**src/rtl/alu_pkg.sv**
```systemverilog
`default_nettype none
// ============================================================================
// Module      : alu_pkg
// Description : Shared definitions for the ALU issue controller: RV32I/E
//               opcode constants, 5-bit ALU operation encodings and the
//               issue FSM state type.
//               ALU op layout is {is_branch, funct7_5 (gated), funct3}.
// Revision    : 1.0 - initial release
// ============================================================================
package alu_pkg;

    // Major opcodes accepted by the controller (instr[6:0])
    localparam logic [6:0] OPC_OP     = 7'b0110011;
    localparam logic [6:0] OPC_OP_IMM = 7'b0010011;
    localparam logic [6:0] OPC_BRANCH = 7'b1100011;

    // Arithmetic / logic operations
    localparam logic [4:0] ALU_OP_ADD  = 5'b00000;
    localparam logic [4:0] ALU_OP_SLL  = 5'b00001;
    localparam logic [4:0] ALU_OP_SLT  = 5'b00010;
    localparam logic [4:0] ALU_OP_SLTU = 5'b00011;
    localparam logic [4:0] ALU_OP_XOR  = 5'b00100;
    localparam logic [4:0] ALU_OP_SRL  = 5'b00101;
    localparam logic [4:0] ALU_OP_OR   = 5'b00110;
    localparam logic [4:0] ALU_OP_AND  = 5'b00111;
    localparam logic [4:0] ALU_OP_SUB  = 5'b01000;
    localparam logic [4:0] ALU_OP_SRA  = 5'b01101;

    // Branch comparisons (result bit0 = taken)
    localparam logic [4:0] ALU_OP_BEQ  = 5'b10000;
    localparam logic [4:0] ALU_OP_BNE  = 5'b10001;
    localparam logic [4:0] ALU_OP_BLT  = 5'b10100;
    localparam logic [4:0] ALU_OP_BGE  = 5'b10101;
    localparam logic [4:0] ALU_OP_BLTU = 5'b10110;
    localparam logic [4:0] ALU_OP_BGEU = 5'b10111;

    typedef enum logic [1:0] {
        IDLE  = 2'd0,
        ISSUE = 2'd1,
        WAIT  = 2'd2,
        DONE  = 2'd3
    } issue_state_t;

endpackage : alu_pkg
`default_nettype wire

```
**src/rtl/alu_op_decode.sv**
```systemverilog
`default_nettype none
// ============================================================================
// Module      : alu_op_decode
// Description : Combinational decode of opcode/funct3/funct7_5 into the
//               5-bit ALU operation, operand-B select and a supported flag.
// Ports       : i_opcode    [6:0]  instr[6:0]
//               i_funct3    [2:0]  instr[14:12]
//               i_funct7_5         instr[30]
//               o_alu_op    [4:0]  {is_branch, funct7_5 gated, funct3}
//               o_use_imm          operand B comes from the immediate
//               o_supported        opcode is OP, OP-IMM or BRANCH
// Revision    : 1.0 - initial release
// ============================================================================
module alu_op_decode
    import alu_pkg::*;
(
    input  logic [6:0] i_opcode,
    input  logic [2:0] i_funct3,
    input  logic       i_funct7_5,
    output logic [4:0] o_alu_op,
    output logic       o_use_imm,
    output logic       o_supported
);

    always_comb begin
        o_alu_op    = ALU_OP_ADD;
        o_use_imm   = 1'b0;
        o_supported = 1'b0;
        case (i_opcode)
            OPC_OP: begin
                o_alu_op    = {1'b0, i_funct7_5, i_funct3};
                o_supported = 1'b1;
            end
            OPC_OP_IMM: begin
                // In OP-IMM, instr[30] is immediate data except for SRAI,
                // so it only selects the arithmetic shift.
                o_alu_op    = {1'b0, (i_funct3 == 3'b101) & i_funct7_5, i_funct3};
                o_use_imm   = 1'b1;
                o_supported = 1'b1;
            end
            OPC_BRANCH: begin
                o_alu_op    = {2'b10, i_funct3};
                o_supported = 1'b1;
            end
            default: begin
                o_alu_op    = ALU_OP_ADD;
                o_use_imm   = 1'b0;
                o_supported = 1'b0;
            end
        endcase
    end

endmodule : alu_op_decode
`default_nettype wire

```
**src/rtl/alu_issue_ctrl.sv**
```systemverilog
`default_nettype none
// ============================================================================
// Module      : alu_issue_ctrl
// Description : Initiator side of the ALU available/busy/fault handshake.
//               Takes one decoded instruction on a valid/ready port, issues
//               it to the ALU and holds operands until the unit completes,
//               then presents result/fault and the pass-through tag.
// Ports       : clk, reset_n (synchronous, active low)
//               req_*   : instruction request (valid/ready)
//               alu_*   : ALU handshake (available out; busy/fault/out in)
//               res_*   : result channel (valid/ready, data, fault, tag)
// Revision    : 1.0 - initial release
// ============================================================================
module alu_issue_ctrl
    import alu_pkg::*;
#(
    parameter int TAG_W       = 5,
    parameter int TIMEOUT_CYC = 15
)
(
    input  logic             clk,
    input  logic             reset_n,
    // request from decode
    input  logic             req_valid,
    output logic             req_ready,
    input  logic [6:0]       req_opcode,
    input  logic [2:0]       req_funct3,
    input  logic             req_funct7_5,
    input  logic [31:0]      req_rs1,
    input  logic [31:0]      req_rs2,
    input  logic [31:0]      req_imm,
    input  logic [TAG_W-1:0] req_tag,
    // ALU handshake
    output logic             alu_available,
    output logic [4:0]       alu_op,
    output logic [31:0]      alu_in_a,
    output logic [31:0]      alu_in_b,
    input  logic [31:0]      alu_out,
    input  logic             alu_busy,
    input  logic             alu_fault,
    // result to downstream
    output logic             res_valid,
    input  logic             res_ready,
    output logic [31:0]      res_data,
    output logic             res_fault,
    output logic [TAG_W-1:0] res_tag
);

    localparam int                 c_CNT_W   = $clog2(TIMEOUT_CYC + 1);
    localparam logic [c_CNT_W-1:0] c_TIMEOUT = c_CNT_W'(TIMEOUT_CYC);
    localparam logic [c_CNT_W-1:0] c_CNT_ONE = c_CNT_W'(1);

    issue_state_t       r_state,     w_state_nxt;
    logic [c_CNT_W-1:0] r_cnt,       w_cnt_nxt;
    logic               r_avail,     w_avail_nxt;
    logic [4:0]         r_op,        w_op_nxt;
    logic [31:0]        r_in_a,      w_in_a_nxt;
    logic [31:0]        r_in_b,      w_in_b_nxt;
    logic [TAG_W-1:0]   r_tag,       w_tag_nxt;
    logic               r_res_valid, w_res_valid_nxt;
    logic [31:0]        r_res_data,  w_res_data_nxt;
    logic               r_res_fault, w_res_fault_nxt;

    logic [4:0]         w_dec_op;
    logic               w_dec_use_imm;
    logic               w_dec_supported;
    logic [c_CNT_W-1:0] w_cnt_inc;

    alu_op_decode u_decode (
        .i_opcode    (req_opcode),
        .i_funct3    (req_funct3),
        .i_funct7_5  (req_funct7_5),
        .o_alu_op    (w_dec_op),
        .o_use_imm   (w_dec_use_imm),
        .o_supported (w_dec_supported)
    );

    assign w_cnt_inc = r_cnt + c_CNT_ONE;

    always_comb begin
        w_state_nxt     = r_state;
        w_cnt_nxt       = r_cnt;
        w_avail_nxt     = r_avail;
        w_op_nxt        = r_op;
        w_in_a_nxt      = r_in_a;
        w_in_b_nxt      = r_in_b;
        w_tag_nxt       = r_tag;
        w_res_valid_nxt = r_res_valid;
        w_res_data_nxt  = r_res_data;
        w_res_fault_nxt = r_res_fault;

        case (r_state)
            IDLE: begin
                if (req_valid) begin
                    w_tag_nxt = req_tag;
                    w_cnt_nxt = '0;
                    if (w_dec_supported) begin
                        w_state_nxt     = ISSUE;
                        w_avail_nxt     = 1'b1;
                        w_op_nxt        = w_dec_op;
                        w_in_a_nxt      = req_rs1;
                        w_in_b_nxt      = w_dec_use_imm ? req_imm : req_rs2;
                        w_res_data_nxt  = '0;
                        w_res_fault_nxt = 1'b0;
                    end else begin
                        // Unsupported opcode: answer immediately, ALU untouched.
                        w_state_nxt     = DONE;
                        w_res_valid_nxt = 1'b1;
                        w_res_data_nxt  = '0;
                        w_res_fault_nxt = 1'b1;
                    end
                end
            end

            ISSUE: begin
                w_cnt_nxt = w_cnt_inc;
                if (w_cnt_inc >= c_TIMEOUT) begin
                    w_state_nxt     = DONE;
                    w_avail_nxt     = 1'b0;
                    w_res_valid_nxt = 1'b1;
                    w_res_data_nxt  = '0;
                    w_res_fault_nxt = 1'b1;
                end else if (alu_busy) begin
                    w_state_nxt = WAIT;
                end
            end

            WAIT: begin
                w_cnt_nxt = w_cnt_inc;
                // A genuine completion wins over a timeout landing on the same cycle.
                if (!alu_busy) begin
                    w_state_nxt     = DONE;
                    w_avail_nxt     = 1'b0;
                    w_res_valid_nxt = 1'b1;
                    w_res_data_nxt  = alu_out;
                    w_res_fault_nxt = alu_fault;
                end else if (w_cnt_inc >= c_TIMEOUT) begin
                    w_state_nxt     = DONE;
                    w_avail_nxt     = 1'b0;
                    w_res_valid_nxt = 1'b1;
                    w_res_data_nxt  = '0;
                    w_res_fault_nxt = 1'b1;
                end
            end

            DONE: begin
                // Going through IDLE keeps available low for at least one
                // cycle and stops a request being taken on the completing edge.
                w_avail_nxt = 1'b0;
                if (res_ready) begin
                    w_state_nxt     = IDLE;
                    w_res_valid_nxt = 1'b0;
                end
            end

            default: begin
                w_state_nxt = IDLE;
                w_avail_nxt = 1'b0;
            end
        endcase
    end

    always_ff @(posedge clk) begin
        if (!reset_n) begin
            r_state     <= IDLE;
            r_cnt       <= '0;
            r_avail     <= 1'b0;
            r_op        <= '0;
            r_in_a      <= '0;
            r_in_b      <= '0;
            r_tag       <= '0;
            r_res_valid <= 1'b0;
            r_res_data  <= '0;
            r_res_fault <= 1'b0;
        end else begin
            r_state     <= w_state_nxt;
            r_cnt       <= w_cnt_nxt;
            r_avail     <= w_avail_nxt;
            r_op        <= w_op_nxt;
            r_in_a      <= w_in_a_nxt;
            r_in_b      <= w_in_b_nxt;
            r_tag       <= w_tag_nxt;
            r_res_valid <= w_res_valid_nxt;
            r_res_data  <= w_res_data_nxt;
            r_res_fault <= w_res_fault_nxt;
        end
    end

    assign req_ready     = (r_state == IDLE);
    assign alu_available = r_avail;
    assign alu_op        = r_op;
    assign alu_in_a      = r_in_a;
    assign alu_in_b      = r_in_b;
    assign res_valid     = r_res_valid;
    assign res_data      = r_res_data;
    assign res_fault     = r_res_fault;
    assign res_tag       = r_tag;

endmodule : alu_issue_ctrl
`default_nettype wire

```
**config.mk**
```make
export PLATFORM = sky130hd
export DESIGN_NAME = alu_issue_ctrl
export DESIGN_NICKNAME = d
export VERILOG_FILES = /design/src/rtl/alu_pkg.sv /design/src/rtl/alu_op_decode.sv /design/src/rtl/alu_issue_ctrl.sv
export SDC_FILE = /design/constraint.sdc
export NUM_CORES = 1
export LEC_CHECK = 0
export BUFFER_PORTS_ARGS = -buffer_cell sky130_fd_sc_hd__buf_2
export CAP_MARGIN = 20
export CORE_ASPECT_RATIO = 0.75
export CORE_UTILIZATION = 45
export CTS_CLUSTER_SIZE = 28
export DETAILED_ROUTE_END_ITERATION = 8
export GPL_TIMING_DRIVEN = 0
export PLACE_DENSITY_LB_ADDON = 0.15
export SYNTH_ARGS = -nofsm -noshare
export SYNTH_HDL_FRONTEND = slang
export SYNTH_SLANG_ARGS = --single-unit
```
**constraint.sdc**
```tcl
create_clock -name clk -period 2.5 [get_ports clk]
set_input_delay 0.375 -clock clk [delete_from_list [all_inputs] [get_ports clk]]
set_output_delay 0.375 -clock clk [all_outputs]
set_load 0.02 [all_outputs]
```
==> reports/results.ini <==
[global_route]
globalRouteMet2Util=0.438
met3_usage=0.0866
grt_antenna_before_repair=0
grt_start_max_net_pins=17
met1_usage=0.285
grt_pass1_wl_um=22500
overflow=0
top_usage_layer=met2
grt_pass1_vias=4804
grt.total_usage=0.256

[finish]
area_growth_pct=41.6
instances_no_fill=985
num_antenna_cells=0
drive_gt1_frac=0.418
nNetsFinal=992

[timing]
finalMaxSlewViolations=0
clock.fmax_ghz=0.462
rsz0062_at_grt=false
fin_ws_ps=337
fin_crit_sh=0.865
fin_crit_ps=2160
finalSetupViolations=0
final-hold-violation-count=0
fin_worst_skew_ps=4.94
hold_ws_ps=206
slew_headroom=0.505
setup-tns-final_ps=0
tightest_slew_ps=743

[worst_setup_path]
regToRegSetupSlack_ps=340
endpoint_kind=flop
critPathKind=reg2reg
cp.required_ps=2820
start_kind=flop
regToRegEndpoint=res_data[30]$_SDFFE_PN0P_
reg2reg_from=r_state[0]$_SDFFE_PN0P_
critical_path.max_fanout=10
rr_worst_depth=7
crit_end=res_data[30]$_SDFFE_PN0P_
startpoint=r_state[0]$_SDFFE_PN0P_
arrival_ps=2480

[power_and_ir_drop]
power_density_mw_per_mm2=798
p_sw_mw=1.61
p_leak_nw=3.07
max-vdd-ir-drop_mv=0.552
combPwrFrac=0.210
intPower_mw=4.01
clkPwrFrac=0.436
p_total_mw=5.62
p_seq_frac=0.354
p_sw_frac=0.287

[synthesis]
synth_most_common_cell=nand2_1
synth_cells=558
syn-num-nets=714
ys_types=46
synth.avg_cell_area_um2=8.92
synthTopCellsByCount=nand2_1 (118), dfxtp_1 (115), a21oi_1 (79)
ys_warn_count=0
yosysTopAreaCellShare=0.462
async_reset_ff_frac=0
syn_area_mm2=0.00498
synth_seq_area_share=0.462
synth_top_cell_by_area=dfxtp_1
synth_edf_count=0
synth_area_leaders=dfxtp_1 (46%), nand2_1 (8.9%), a211oi_2 (8.0%), a21oi_1 (7.9%), mux2i_1 (6.6%)
synth_seq_cells=115
ys.flop_type=dfxtp_1

[detailed_routing]
dr.pass1.iters=4
wl_per_cell_um=14.8
viasPerCell=5.08
drt_wl_total_um=14500
dr.first_iter.drc_count=166
vias=5005
remaining_drc_errors=0
postRouteAntennaNets=0

[placed_design]
dp_cells=953
portBuffers=259
hpwl_um=11200
gp_congestion=0.850
dp_worst_setup_slack_ps=366

[run]
maxCapViolCount=0

[clock_tree]
cts_resized=0
postCtsSetupRepairBufs=0
clk_latency_ps=400
cts_tree=built
cts-root-buf=clkbuf_16
cts_buffers=17
clock-sinks=115
cts_buffer_depth=2
htreeDepth=4
clk_pin_slew_ps=50
ctsHoldBuffers=0

[floorplanning]
core-area_mm2=0.0105
die_w_um=123
fp.dieH_um=93.1
rows=32
start_util=0.473
ios=260
dieArea_mm2=0.0115

[outcome]
outcome=finished clean

[min_path]
whs_path_depth=3
hold_path_class=in2reg

[cell families after synthesis]
group                      share of synthesized area
muxes                                         0.0663
adders and majority gates                     0.0151
DFF                                            0.462
and+or+nand+nor                                0.158
buffers and inverters                         0.0576
AOI/OAI and AO/OA                              0.241
[through the flow]
| stage | util | area [um2] |
|---|---|---|
| final | 0.670 | 7050 |
| after global placement | 0.612 | 6440 |
| after global routing | 0.670 | 7050 |
| after floorplan | - | 4980 |
| after detailed placement | 0.612 | 6440 |
| after CTS | 0.670 | 7050 |
[critical path, stage by stage (launching register included)]
cell	delay, ps
dfxtp_1	390
inv_1	100
ha_1	410
nand2_1	140
nor3b_2	380
clkbuf_1	380
nand2_1	120
a21oi_1	160
[power groups by stage]
stage | clock network (mW) | logic [mW] | registers (mW)
finish | 2.45 | 1.18 | 1.99
global route | 2.58 | 1.30 | 2.00
CTS | 2.49 | 1.18 | 1.99
detailed placement | 0 | 1.17 | 2.03
global placement | 0 | 1.14 | 2.02
floorplan | 0 | 0.720 | 2.09
[layer usage]
layer	vias to the layer above	wire length [um]
li1	2482	-
met1	2299	5950
met2	202	7150
met3	22	1170
met4	0	260
met5	-	0
[worst min path at each step]
| stage | from | to | slack, ps |
|---|---|---|---|
| 6_report | req_rs1[21] | alu_in_a[21]$_SDFFE_PN0P_ | 210 |
| 5_1_grt | alu_out[18] | res_data[18]$_SDFFE_PN0P_ | 200 |
| 4_1_cts | alu_out[6] | res_data[6]$_SDFFE_PN0P_ | 190 |
| 3_5_place_dp | alu_op[0]$_SDFFE_PN0P_ | alu_op[0]$_SDFFE_PN0P_ | 440 |
| 3_3_place_gp | alu_in_a[16]$_SDFFE_PN0P_ | alu_in_a[16]$_SDFFE_PN0P_ | 440 |
| 2_1_floorplan | reset_n | alu_op[4]$_SDFFE_PN0P_ | 490 |
[registers in the layout, indices dropped and copies added (netlist names)]
signal         flops
alu_in_a          32
alu_in_b          32
res_data          32
alu_op             5
res_tag            5
r_cnt              4
r_state            2
alu_available      1
res_fault          1
res_valid          1
[cell type report]
class,count,area [um2]
Timing Repair Buffer,259,1300
Inverter,8,30.0
Clock inverter,9,128
Tap cell,136,170
Sequential cell,115,2300
Multi-Input combinational cell,395,2390
Fill cell,851,3480
Buffer,40,256
Clock buffer,23,478
[layout by cell type, fill, tap and decap left out, drive strengths merged, types with 3 or more instances in the layout]
cell,n
clkinvlp,3
clkbuf,43
ha,6
inv,8
a211oi,35
clkinv,3
o21ai,37
mux2i,33
a21oi,79
dfxtp,115
a22oi,3
and2,4
bufinv,3
nor2,46
nand2b,3
o21a,4
buf,279
nor2b,3
a31oi,3
nor3,3
nand2,118
Power figures use the tool's default switching activity.
